File: config.mk
export PLATFORM = sky130hd
export DESIGN_NAME = sd_read_arbiter
export DESIGN_NICKNAME = d
export VERILOG_FILES = /design/src/rtl/sd_read_arbiter.sv
export SDC_FILE = /design/constraint.sdc
export NUM_CORES = 1
export LEC_CHECK = 0
export CAP_MARGIN = 20
export CORE_ASPECT_RATIO = 1.25
export CORE_MARGIN = 2
export CORE_UTILIZATION = 51
export DETAILED_ROUTE_END_ITERATION = 8
export HOLD_SLACK_MARGIN = 0.15
export PLACE_DENSITY = 0.95
export SLEW_MARGIN = 20
export SYNTH_ARGS = -nofsm -noshare
export SYNTH_HDL_FRONTEND = slang
export SYNTH_SLANG_ARGS = --single-unit
export TNS_END_PERCENT = 100
File: constraint.sdc
create_clock -name clk50 -period 4.3 [get_ports clk50]
set_input_delay 0.645 -clock clk50 [delete_from_list [all_inputs] [get_ports clk50]]
set_output_delay 0.645 -clock clk50 [all_outputs]
set_load 0.01 [all_outputs]
File: src/rtl/sd_read_arbiter.sv
// Round-robin arbiter sharing one SD sector-read engine between two requesters.
// Define SD_ARB_FIXED_PRIORITY_EN to make requester 0 always win simultaneous requests.
module sd_read_arbiter #(
    parameter int unsigned BLOCK_BYTES    = 512,
    parameter int unsigned TIMEOUT_CYCLES = 2000000,
    parameter int unsigned ADDR_W         = 32
) (
    input  logic              clk50,
    input  logic              reset,
    input  logic              card_ready,

    input  logic              req0,
    input  logic [ADDR_W-1:0] addr0,
    output logic              gnt0,
    output logic [7:0]        data0,
    output logic              valid0,
    output logic              done0,
    output logic              err0,

    input  logic              req1,
    input  logic [ADDR_W-1:0] addr1,
    output logic              gnt1,
    output logic [7:0]        data1,
    output logic              valid1,
    output logic              done1,
    output logic              err1,

    output logic              sd_rd_req,
    output logic [ADDR_W-1:0] sd_rd_addr,
    input  logic              sd_rd_ack,
    input  logic [7:0]        sd_rd_data,
    input  logic              sd_rd_valid,
    input  logic              sd_rd_err,

    output logic              busy
);

    localparam int unsigned CNT_W  = (BLOCK_BYTES > 1)    ? $clog2(BLOCK_BYTES)    : 1;
    localparam int unsigned WDOG_W = (TIMEOUT_CYCLES > 1) ? $clog2(TIMEOUT_CYCLES) : 1;
    localparam logic [CNT_W-1:0]  LAST_BYTE  = CNT_W'(BLOCK_BYTES - 1);
    localparam logic [WDOG_W-1:0] WDOG_LIMIT = WDOG_W'(TIMEOUT_CYCLES - 1);

    typedef enum logic [2:0] {
        S_IDLE,
        S_ISSUE,
        S_XFER,
        S_FINISH,
        S_ABORT
    } state_t;

    state_t              state_q;
    logic                owner_q;
    logic [CNT_W-1:0]    cnt_q;
    logic [WDOG_W-1:0]   wdog_q;
    logic [1:0]          gnt_q;
    logic [1:0]          valid_q;
    logic [1:0]          done_q;
    logic [1:0]          err_q;
    logic [7:0]          data0_q;
    logic [7:0]          data1_q;
    logic                sd_rd_req_q;
    logic [ADDR_W-1:0]   sd_rd_addr_q;

    logic                win_d;
    logic                active_d;
    logic                progress_d;
    logic                abort_d;
    logic [WDOG_W-1:0]   wdog_d;

`ifdef SD_ARB_FIXED_PRIORITY_EN
    always_comb begin
        win_d = ~req0;
    end
`else
    logic rr_ptr_q;

    always_comb begin
        win_d = (req0 && req1) ? rr_ptr_q : ~req0;
    end

    // Favour the other requester once the current block ends, either way.
    always_ff @(posedge clk50 or negedge reset) begin
        if (!reset) begin
            rr_ptr_q <= 1'b0;
        end else if (state_q == S_FINISH || state_q == S_ABORT) begin
            rr_ptr_q <= ~owner_q;
        end
    end
`endif

    always_comb begin
        active_d   = (state_q == S_ISSUE) || (state_q == S_XFER);
        progress_d = ((state_q == S_ISSUE) && sd_rd_ack) ||
                     ((state_q == S_XFER)  && sd_rd_valid);
        abort_d    = active_d &&
                     (sd_rd_err || !card_ready || (!progress_d && wdog_q == WDOG_LIMIT));
        if (progress_d) begin
            wdog_d = '0;
        end else if (wdog_q == '1) begin
            wdog_d = wdog_q;
        end else begin
            wdog_d = wdog_q + 1'b1;
        end
    end

    always_ff @(posedge clk50 or negedge reset) begin
        if (!reset) begin
            state_q      <= S_IDLE;
            owner_q      <= 1'b0;
            cnt_q        <= '0;
            wdog_q       <= '0;
            gnt_q        <= '0;
            valid_q      <= '0;
            done_q       <= '0;
            err_q        <= '0;
            data0_q      <= '0;
            data1_q      <= '0;
            sd_rd_req_q  <= 1'b0;
            sd_rd_addr_q <= '0;
        end else begin
            valid_q <= '0;
            done_q  <= '0;
            err_q   <= '0;
            case (state_q)
                S_IDLE: begin
                    if (card_ready && (req0 || req1)) begin
                        owner_q      <= win_d;
                        gnt_q        <= win_d ? 2'b10 : 2'b01;
                        sd_rd_addr_q <= win_d ? addr1 : addr0;
                        sd_rd_req_q  <= 1'b1;
                        wdog_q       <= '0;
                        data0_q      <= '0;
                        data1_q      <= '0;
                        state_q      <= S_ISSUE;
                    end
                end
                S_ISSUE, S_XFER: begin
                    wdog_q <= wdog_d;
                    // A byte arriving with an abort is still forwarded.
                    if (state_q == S_XFER && sd_rd_valid) begin
                        valid_q[owner_q] <= 1'b1;
                        if (owner_q) begin
                            data1_q <= sd_rd_data;
                        end else begin
                            data0_q <= sd_rd_data;
                        end
                        cnt_q <= cnt_q + 1'b1;
                    end
                    if (abort_d) begin
                        err_q[owner_q] <= 1'b1;
                        gnt_q          <= '0;
                        sd_rd_req_q    <= 1'b0;
                        state_q        <= S_ABORT;
                    end else if (state_q == S_ISSUE && sd_rd_ack) begin
                        sd_rd_req_q <= 1'b0;
                        cnt_q       <= '0;
                        state_q     <= S_XFER;
                    end else if (state_q == S_XFER && sd_rd_valid && cnt_q == LAST_BYTE) begin
                        done_q[owner_q] <= 1'b1;
                        gnt_q           <= '0;
                        state_q         <= S_FINISH;
                    end
                end
                S_FINISH, S_ABORT: begin
                    state_q <= S_IDLE;
                end
                default: begin
                    state_q <= S_IDLE;
                end
            endcase
        end
    end

    assign gnt0       = gnt_q[0];
    assign gnt1       = gnt_q[1];
    assign valid0     = valid_q[0];
    assign valid1     = valid_q[1];
    assign done0      = done_q[0];
    assign done1      = done_q[1];
    assign err0       = err_q[0];
    assign err1       = err_q[1];
    assign data0      = data0_q;
    assign data1      = data1_q;
    assign sd_rd_req  = sd_rd_req_q;
    assign sd_rd_addr = sd_rd_addr_q;
    assign busy       = (state_q != S_IDLE);

endmodule

==> flow_summary_export.csv, run 1 <==
group,metric,value,unit
outcome,status,"complete, no violations",
power,power.density,431.7,nW/um^2
logic_synthesis,synth_seq_cells,92,
clocking,clock_path_buffers,2,
finish,fillCellCount,550,
grt,grt_first_pass_wirelength,19930,um
setup_path,r2r_end,"data1[3]",
finish,finalInstanceArea,6232,um^2
logic_synthesis,yosysSeqAreaShare,50.54,%
finish,area_growth_syn_to_layout,36.80,%
finish,multi_input_area,2123,um^2
hold_path,worst_hold_path_type,"in2async",
die,boundaryPins,138,
power,power,2.690,mW
route,vias,4196,
place,dp_slack,1.414,ns
logic_synthesis,synth_edf_count,0,
timing,slew_headroom,36.44,%
route,dr.pass1.iters,5,
clocking,insertion_delay,0.36,ns
setup_path,r2r_start,"state_q[1]",
grt,grtUsageTotal,26.79,%
place,port_buffers,137,
place,gp_congestion,0.9345,
timing,worst_slew_pin_slew,0.9509,ns
grt,first_global_vias,4081,
timing,rsz0062_at_grt,"false",
setup_path,reg2regPathDepth,6,
timing,layout_min_cycle_time,2.583,ns
timing,finalSetupTns,0,ns
finish,final_common_cell,"clkdlybuf4s50_1",
setup_path,max_stage_delay,0.66,ns
clocking,cts_hold_buf,0,
setup_path,worstPathArrival,2.79,ns
power,irDropWorstVdd,251.0,uV
route,routed_wl,12910,um
setup_path,cp-start-kind,"primary input",
place,placed_area,6031,um^2
die,die_w,88.54,um
finish,regArea,2302,um^2
logic_synthesis,ys_warn_count,0,
grt,grt_max_degree,64,
clocking,cts_tree,"yes",
clocking,post_cts_buffers,0,
logic_synthesis,synth_fp_nets,554,
timing,hold_violations,0,
setup_path,rrSetupSlack,1.98,ns
timing,setup_slack,1.717,ns
job,drv_cap,0,
route,avgViaCountPerCell,5.796,
setup_path,startpoint,"card_ready",
logic_synthesis,synth_ff_type,"dfrtp_1",
route,detail_route.wl_per_cell,17.82,um
logic_synthesis,netlist_instances,471,
clocking,clkSinkCount,92,
place,place_hpwl,9097,um
timing,min_period_over_period,60.08,%
logic_synthesis,syn-mean-instance-area,9.672,um^2
logic_synthesis,synthDistinctLibCells,58,
setup_path,cp-end-kind,"flip-flop",
timing,finalSetupViolCount,0,
route,ant_nets,0,
die,core_area,8701,um^2
timing,slew_violations,0,
clocking,clkTransAtPathRegs,0.09,ns
clocking,ctsRootBufferMaster,"clkbuf_8",
setup_path,path_delay_family,"compound AO/OA/AOI/OAI gates",
clocking,cts.repair.resized,0,
die,num_rows,38,
finish,fin_util,71.63,%
grt,antenna_found_initial,0,
setup_path,endpoint,"data0[3]",
timing,skew,0.008002,ns
clocking,cts_made_buffers,9,
setup_path,worst-path-stages,6,
die,die_h,109.7,um
setup_path,cp_common_cell,"o21a_1",
finish,nNetsFinal,682,
setup_path,path_cells,"clkdlybuf4s50_1, o21a_1, o21a_1, o21ai_1, nand2_1, o21ai_0",
finish,insertedDiodeCount,0,
setup_path,required,4.50,ns
route,drt_iter0_markers,517,
power,leakagePower,2.636,nW
route,drc,0,
finish,final_cell_mix,"clkdlybuf4s50_1 (136), dfrtp_1 (92), nand2_1 (78), o21ai_0 (62), mux2i_1 (35)",
setup_path,cp_max_fo,16,
setup_path,crit_type,"in2reg",
logic_synthesis,async_reset_ff_share,100.0,%
timing,fmax,387.1,MHz
die,die_area,9710,um^2
logic_synthesis,synth_area,4556,um^2
clocking,cts_max_level,3,
setup_path,path_buf_inv,1,
grt,grt-ovfl-total,0,
die,initial_utilization,52.36,%
finish,drive_above_1_share,6.954,%
setup_path,cpMaxStageDelayCell,"clkdlybuf4s50_1",
[state kept, by name, indices dropped and copies added (netlist names), 2 cells and up]
signal and count:
data1 8, cnt_q 9, state_q 3, valid_q 2, sd_rd_addr 32, err_q 2
wdog_q 21, data0 8, gnt_q 2, done_q 2
[worst min path at each step]
stage	depth (start not counted)	to	slack (ns)	start
after global placement	2	sd_rd_addr[4]	0.46	sd_rd_addr[4]
after floorplan	0	cnt_q[0]	0.35	reset
after CTS	1	data1[0]	0.38	reset
after detailed placement	2	data0[1]	0.48	data0[1]
after global routing	1	data1[0]	0.42	reset
final	1	data1[1]	0.37	reset
[area by class of cell]
type | count | share of cell area [%]
Timing Repair Buffer | 142 | 22.57
Clock buffer | 10 | 2.208
Multi-Input combinational cell | 341 | 34.07
Clock inverter | 6 | 1.024
Inverter | 13 | 0.7830
Sequential cell | 92 | 36.94
Tap cell | 120 | 2.409
[power by group]
| part | total (mW) | internal (mW) | switching [mW] |
|---|---|---|---|
| combinational | 0.940 | 0.476 | 0.464 |
| sequential | 1.16 | 1.04 | 0.121 |
| clock | 0.588 | 0.283 | 0.304 |
| total | 2.69 | 1.80 | 0.889 |
[synthesized netlist by cell type (2+ instances only)]
library cell | instances | area [um^2]
xor2_1 | 4 | 35.03
or3_1 | 4 | 25.02
o21ai_0 | 62 | 310.3
nand3_1 | 20 | 100.1
dfrtp_1 | 92 | 2302
buf_2 | 10 | 50.05
or4_4 | 2 | 22.52
nand2b_1 | 3 | 18.77
and3_1 | 7 | 43.79
o31ai_1 | 2 | 15.01
o21ai_1 | 2 | 10.01
and4_1 | 3 | 26.28
nand4b_1 | 2 | 17.52
and2_1 | 3 | 18.77
nand2_1 | 78 | 292.8
clkbuf_1 | 14 | 52.55
o211ai_1 | 2 | 15.01
a32oi_1 | 2 | 17.52
inv_1 | 13 | 48.80
a21oi_2 | 2 | 17.52
a21oi_1 | 14 | 70.07
o311ai_0 | 5 | 43.79
nand4_1 | 8 | 50.05
nor2_1 | 23 | 86.33
ha_1 | 3 | 37.54
a21o_1 | 2 | 15.01
nor3_1 | 10 | 50.05
nor2b_1 | 3 | 18.77
mux2i_1 | 35 | 350.3
xnor2_1 | 2 | 17.52
nor4_1 | 2 | 12.51
a41oi_1 | 2 | 17.52
a31oi_1 | 6 | 37.54
o21a_1 | 3 | 22.52
nand3b_1 | 2 | 15.01
o22ai_1 | 2 | 12.51
[routing by layer]
layer | global-route usage [%] | vias up | wire (um)
li1 | - | 1945 | -
met1 | 33.04 | 2003 | 4980
met2 | 45.27 | 211 | 6721
met3 | 5.330 | 37 | 858
met4 | 11.90 | 0 | 345
met5 | 0 | - | 0
[cells by family after synthesis]
family | after synthesis | synth area share [%]
adders and majority gates | 3 | 0.8240
xor gates and xnor gates | 6 | 1.154
buffers and inverters | 38 | 3.488
DFF | 92 | 50.54
muxes | 35 | 7.690
AOI/OAI and AO/OA | 117 | 16.20
and+or+nand+nor | 180 | 20.10
[stage by stage]
stage          hold slack (ns)  instances
6_report                0.3651        724
5_1_grt                 0.4192        724
4_1_cts                 0.3807        724
3_5_place_dp            0.4752        708
3_3_place_gp            0.4609        708
2_1_floorplan           0.3494        471
No activity file was read; power rests on OpenSTA's default activity.
==> inputs of run 2 (changes only) <==
--- a/config.mk
+++ b/config.mk
@@ -8,10 +8,10 @@
 export CAP_MARGIN = 20
 export CORE_ASPECT_RATIO = 1.25
 export CORE_MARGIN = 2
-export CORE_UTILIZATION = 51
+export CORE_UTILIZATION = 47
 export DETAILED_ROUTE_END_ITERATION = 8
 export HOLD_SLACK_MARGIN = 0.15
-export PLACE_DENSITY = 0.95
+export PLACE_DENSITY = 0.89
 export SLEW_MARGIN = 20
 export SYNTH_ARGS = -nofsm -noshare
 export SYNTH_HDL_FRONTEND = slang
==> constraint.sdc (replaced) <==
create_clock -name clk50 -period 2.5 [get_ports clk50]
set_input_delay 0.375 -clock clk50 [delete_from_list [all_inputs] [get_ports clk50]]
set_output_delay 0.375 -clock clk50 [all_outputs]
set_load 0.01 [all_outputs]
==> flow_summary_export.csv, run 2 (synthesis results as in run 1) <==
group,metric,value,unit
timing,hold_violations,0,
finish,final_cell_mix,"clkdlybuf4s50_1 (136), dfrtp_1 (92), nand2_1 (78), o21ai_0 (62), mux2i_1 (35)",
power,irDropWorstVdd,445.6,uV
die,initial_utilization,47.91,%
setup_path,path_cells,"nor2_1, nand2_1, clkdlybuf4s50_1",
setup_path,cp-end-kind,"primary output",
finish,largest_reg_flops,32,
timing,finalSetupTns,0,ns
finish,nNetsFinal,692,
hold_path,hold_depth,2,
clocking,clock_path_buffers,2,
die,die_area,10500,um^2
timing,finalSetupViolCount,0,
setup_path,path_buf_inv,1,
route,routed_wl,12870,um
timing,fmax,433.8,MHz
setup_path,cpMaxStageDelayCell,"dfrtp_1",
clocking,insertion_delay,0.34,ns
route,ant_nets,0,
clocking,post_cts_buffers,0,
die,num_rows,40,
die,die_h,114.1,um
power,seqPwrFrac,39.4,%
power,p_comb_share,32.1,%
job,drv_cap,0,
power,switching_share,30.78,%
timing,rsz0062_at_grt,"false",
setup_path,worst-path-stages,3,
power,intPower,3.523,mW
timing,skew,0.009789,ns
grt,first_global_vias,4290,
grt,grtUsageTotal,24.88,%
grt,grt_first_pass_wirelength,20650,um
outcome,status,"complete, no violations",
clocking,clkSinkCount,92,
place,gp_congestion,0.8557,
setup_path,cp-start-kind,"flip-flop",
finish,final_common_cell,"clkdlybuf4s50_1",
power,netSwitchingPower,1.566,mW
clocking,cts_tree,"yes",
clocking,ctsRootBufferMaster,"clkbuf_16",
power,power,5.089,mW
finish,area_growth_syn_to_layout,42.02,%
setup_path,reg2regPathDepth,6,
die,core_area,9509,um^2
finish,drive_above_1_share,8.143,%
power,leakagePower,2.758,nW
timing,slew_headroom,41.30,%
setup_path,required,2.12,ns
route,drc,0,
timing,slew_violations,0,
route,avgViaCountPerCell,5.661,
die,die_w,92.06,um
hold_path,worst_hold_path_type,"reg2reg",
timing,layout_min_cycle_time,2.305,ns
setup_path,max_stage_delay,0.52,ns
place,port_buffers,137,
setup_path,crit_type,"reg2out",
grt,antenna_found_initial,0,
route,drt_iter0_markers,301,
power,power.density,786.6,nW/um^2
setup_path,worstPathArrival,1.93,ns
clocking,cts_made_buffers,9,
timing,min_period_over_period,92.22,%
power,clockPowerShare,28.5,%
timing,worst_slew_pin_slew,0.8746,ns
clocking,cts_max_level,3,
route,dr.pass1.iters,7,
route,detail_route.wl_per_cell,17.39,um
finish,insertedDiodeCount,0,
place,place_hpwl,9514,um
clocking,clkTransAtPathRegs,0.07,ns
grt,grt_max_degree,56,
route,vias,4189,
setup_path,cp_max_fo,14,
setup_path,path_delay_family,"simple AND/OR/NAND/NOR gates",
die,boundaryPins,138,
grt,grt-ovfl-total,0,
[run 2: power groups by stage]
stage / combinational (mW) / clock, mW / sequential, mW
after global placement: 1.58 / 0 / 2.00
after floorplan: 0.559 / 0 / 2.11
after CTS: 1.64 / 1.47 / 2.01
final: 1.63 / 1.45 / 2.01
after detailed placement: 1.62 / 0 / 2.03
after global routing: 1.77 / 1.53 / 2.05
[run 2: area by class of cell]
type	count	area, um^2
flip-flops and latches	92	2302
fillers	694	3039
repair buffers	152	1521
multi-input cells	341	2123
inverters	13	48.80
clock inverters	6	87.58
well taps	126	157.7
clock buffers	10	229.0
[run 2: layer usage]
| layer | routed length, um | part of all wire (%) | vias up | global-route usage (%) |
|---|---|---|---|---|
| met5 | 0 | 0 | - | 0 |
| met4 | 371 | 2.9 | 0 | 12.14 |
| met3 | 567 | 4.4 | 28 | 4.345 |
| met2 | 7109 | 55 | 154 | 45.54 |
| met1 | 4817 | 37 | 2038 | 27.89 |
| li1 | - | - | 1969 | - |
[run 2: worst reg2reg max path, delay by kind of cell, from the launching register on]
kind / cells / cell delay, ns
compound gates: 3 / 0.74
fa+ha+maj: 1 / 0.26
flops: 1 / 0.41
simple gates: 2 / 0.70
[run 2: path summary, 6_finish.rpt]
path | start | end | slack (ns)
setup reg to reg | wdog_q[0] | gnt_q[0] | 0.30
min in group asynchronous | reset | rr_ptr_q | 0.57
max in group asynchronous | reset | sd_rd_addr[12] | 1.27
setup / recovery | state_q[1] | busy | 0.19
hold reg to reg | sd_rd_addr[24] | sd_rd_addr[24] | 0.48
hold / removal | sd_rd_addr[24] | sd_rd_addr[24] | 0.48
[run 2: what timing repair did]
action	in CTS	in global routing
endpoints found under the hold margin	37	0
hold buffers	1	0
resized for setup	0	0
[run 2: per-stage QoR]
step	hold slack, ns	area (um^2)	utilization, %	setup WS [ns]	std cells
6_report	0.4813	6470	68.04	0.1945	740
5_1_grt	0.4996	6470	68.04	0.09528	740
4_1_cts	0.4841	6470	68.04	0.1982	740
3_5_place_dp	0.3861	6143	64.61	0.1200	723
3_3_place_gp	0.3732	6143	64.61	0.1882	723
2_1_floorplan	0.07941	4556	-	0.5958	471
==> inputs of run 3 (changes only) <==
--- a/config.mk
+++ b/config.mk
@@ -12,6 +12,7 @@
 export DETAILED_ROUTE_END_ITERATION = 8
 export HOLD_SLACK_MARGIN = 0.15
 export PLACE_DENSITY = 0.89
+export RECOVER_POWER = 25
 export SLEW_MARGIN = 20
 export SYNTH_ARGS = -nofsm -noshare
 export SYNTH_HDL_FRONTEND = slang
==> flow_summary_export.csv, run 3 (synthesis results as in run 1) <==
group,metric,value,unit
power,power,5.090,mW
hold_path,hold_depth,2,
setup_path,crit_type,"reg2out",
grt,grt_first_pass_wirelength,20650,um
setup_path,required,2.12,ns
grt,antenna_found_initial,0,
timing,min_period_over_period,92.58,%
timing,slew_violations,0,
timing,finalSetupTns,0,ns
route,drt_iter0_markers,296,
setup_path,cp_max_fo,14,
timing,rsz0062_at_grt,"false",
die,die_area,10500,um^2
timing,finalSetupViolCount,0,
route,ant_nets,0,
timing,skew,0.009914,ns
place,gp_congestion,0.8557,
clocking,cts.repair.resized,0,
timing,fmax,432.1,MHz
route,vias,4202,
setup_path,r2r_end,"gnt_q[0]",
grt,grtUsageTotal,24.88,%
setup_path,worstPathArrival,1.94,ns
timing,worst_slew_pin_slew,0.9635,ns
setup_path,cp-start-kind,"flip-flop",
timing,hold_violations,0,
job,drv_cap,0,
route,detail_route.wl_per_cell,17.45,um
grt,grt_max_degree,56,
die,boundaryPins,138,
route,top_layer_used,"met4",
setup_path,cp-end-kind,"primary output",
clocking,clock_path_buffers,2,
setup_path,reg2regPathDepth,6,
setup_path,r2r_start,"wdog_q[0]",
finish,area_growth_syn_to_layout,41.69,%
timing,setup_slack,0.1856,ns
clocking,cts_made_buffers,9,
place,port_buffers,137,
timing,slew_headroom,35.77,%
place,dp_slack,0.1200,ns
route,wl_met2,7025,um
die,core_area,9509,um^2
finish,stdcell_count,740,
clocking,cts_tree,"yes",
place,place_hpwl,9514,um
clocking,ctsRootBufferMaster,"clkbuf_16",
route,wl_met1,4780,um
clocking,clkTransAtPathRegs,0.07,ns
hold_path,whs_endpoint,"sd_rd_addr[24]",
finish,nNetsFinal,692,
clocking,clkSinkCount,92,
finish,insertedDiodeCount,0,
timing,layout_min_cycle_time,2.314,ns
die,die_w,92.06,um
route,dr.pass1.iters,5,
clocking,cts_hold_buf,1,
grt,grt-ovfl-total,0,
setup_path,rrSetupSlack,0.28,ns
finish,largest_reg_flops,32,
clocking,cts_max_level,3,
finish,final_cell_mix,"clkdlybuf4s50_1 (136), dfrtp_1 (92), nand2_1 (78), o21ai_0 (62), mux2i_1 (35)",
hold_path,min_from,"sd_rd_addr[24]",
hold_path,worst_hold_path_type,"reg2reg",
route,routed_wl,12910,um
route,drc,0,
clocking,insertion_delay,0.34,ns
die,die_h,114.1,um
place,placed_area,6143,um^2
place,dpl.cell_count,723,
route,avgViaCountPerCell,5.678,
outcome,status,"complete, no violations",
finish,drive_above_1_share,8.143,%
die,num_rows,40,
finish,final_common_cell,"clkdlybuf4s50_1",
finish,finalInstanceArea,6455,um^2
power,irDropWorstVdd,448.7,uV
power,power.density,788.6,nW/um^2
grt,first_global_vias,4290,
die,initial_utilization,47.91,%
route,wl_met3,639,um
clocking,post_cts_buffers,0,
power,leakagePower,2.753,nW
[run 3: changes by cell type in the layout (fill, tap and decap cells not counted), sizes merged]
cell and change:
clkbuf +2, buf -2
[run 3: metal layers]
layer  GRT usage (%)  vias to the layer above
met3           4.345                       39
met2           45.54                      171
met4           12.14                        0
li1                -                     1968
met5               0                        -
met1           27.89                     2024
[run 3: worst max path at each step]
| stage | startpoint | to | slack, ns | depth (start not counted) |
|---|---|---|---|---|
| after floorplan | wdog_q[0] | gnt_q[0] | 0.60 | 6 |
| after global placement | sd_rd_ack | wdog_q[5] | 0.19 | 6 |
| after detailed placement | sd_rd_ack | wdog_q[5] | 0.12 | 6 |
| after CTS | state_q[1] | busy | 0.20 | 3 |
| after global routing | reset | cnt_q[8] | 0.09 | 3 |
| final | state_q[1] | busy | 0.19 | 3 |
[run 3: through the flow]
step                utilization (%)  hold WS [ns]
finish                        67.88        0.4832
floorplan                         -       0.07941
detailed placement            64.61        0.3861
global route                  67.88        0.4996
CTS                           68.04        0.4841
global placement              64.61        0.3732
[run 3: area by class of cell]
cell class                 instances  area (um^2)
sequential                        92         2302
clock inverter                     6        87.58
clock buffer                      10        229.0
tap                              126        157.7
timing repair buffer             152         1506
inverter                          13        48.80
multi-input combinational        341         2123
fill                             696         3054
[run 3: worst max-delay path, cell delays in order (launching register included)]
cell             delay (ns)
dfrtp_1                0.53
nor2_1                 0.45
nand2_1                0.13
clkdlybuf4s50_1        0.49
[run 3: report_power, final]
part | total [mW] | switching (mW) | leakage, nW | internal (mW)
clock | 1.45 | 0.574 | 0.157 | 0.878
combinational | 1.63 | 0.783 | 1.38 | 0.847
sequential | 2.01 | 0.213 | 1.21 | 1.80
total | 5.09 | 1.57 | 2.75 | 3.52
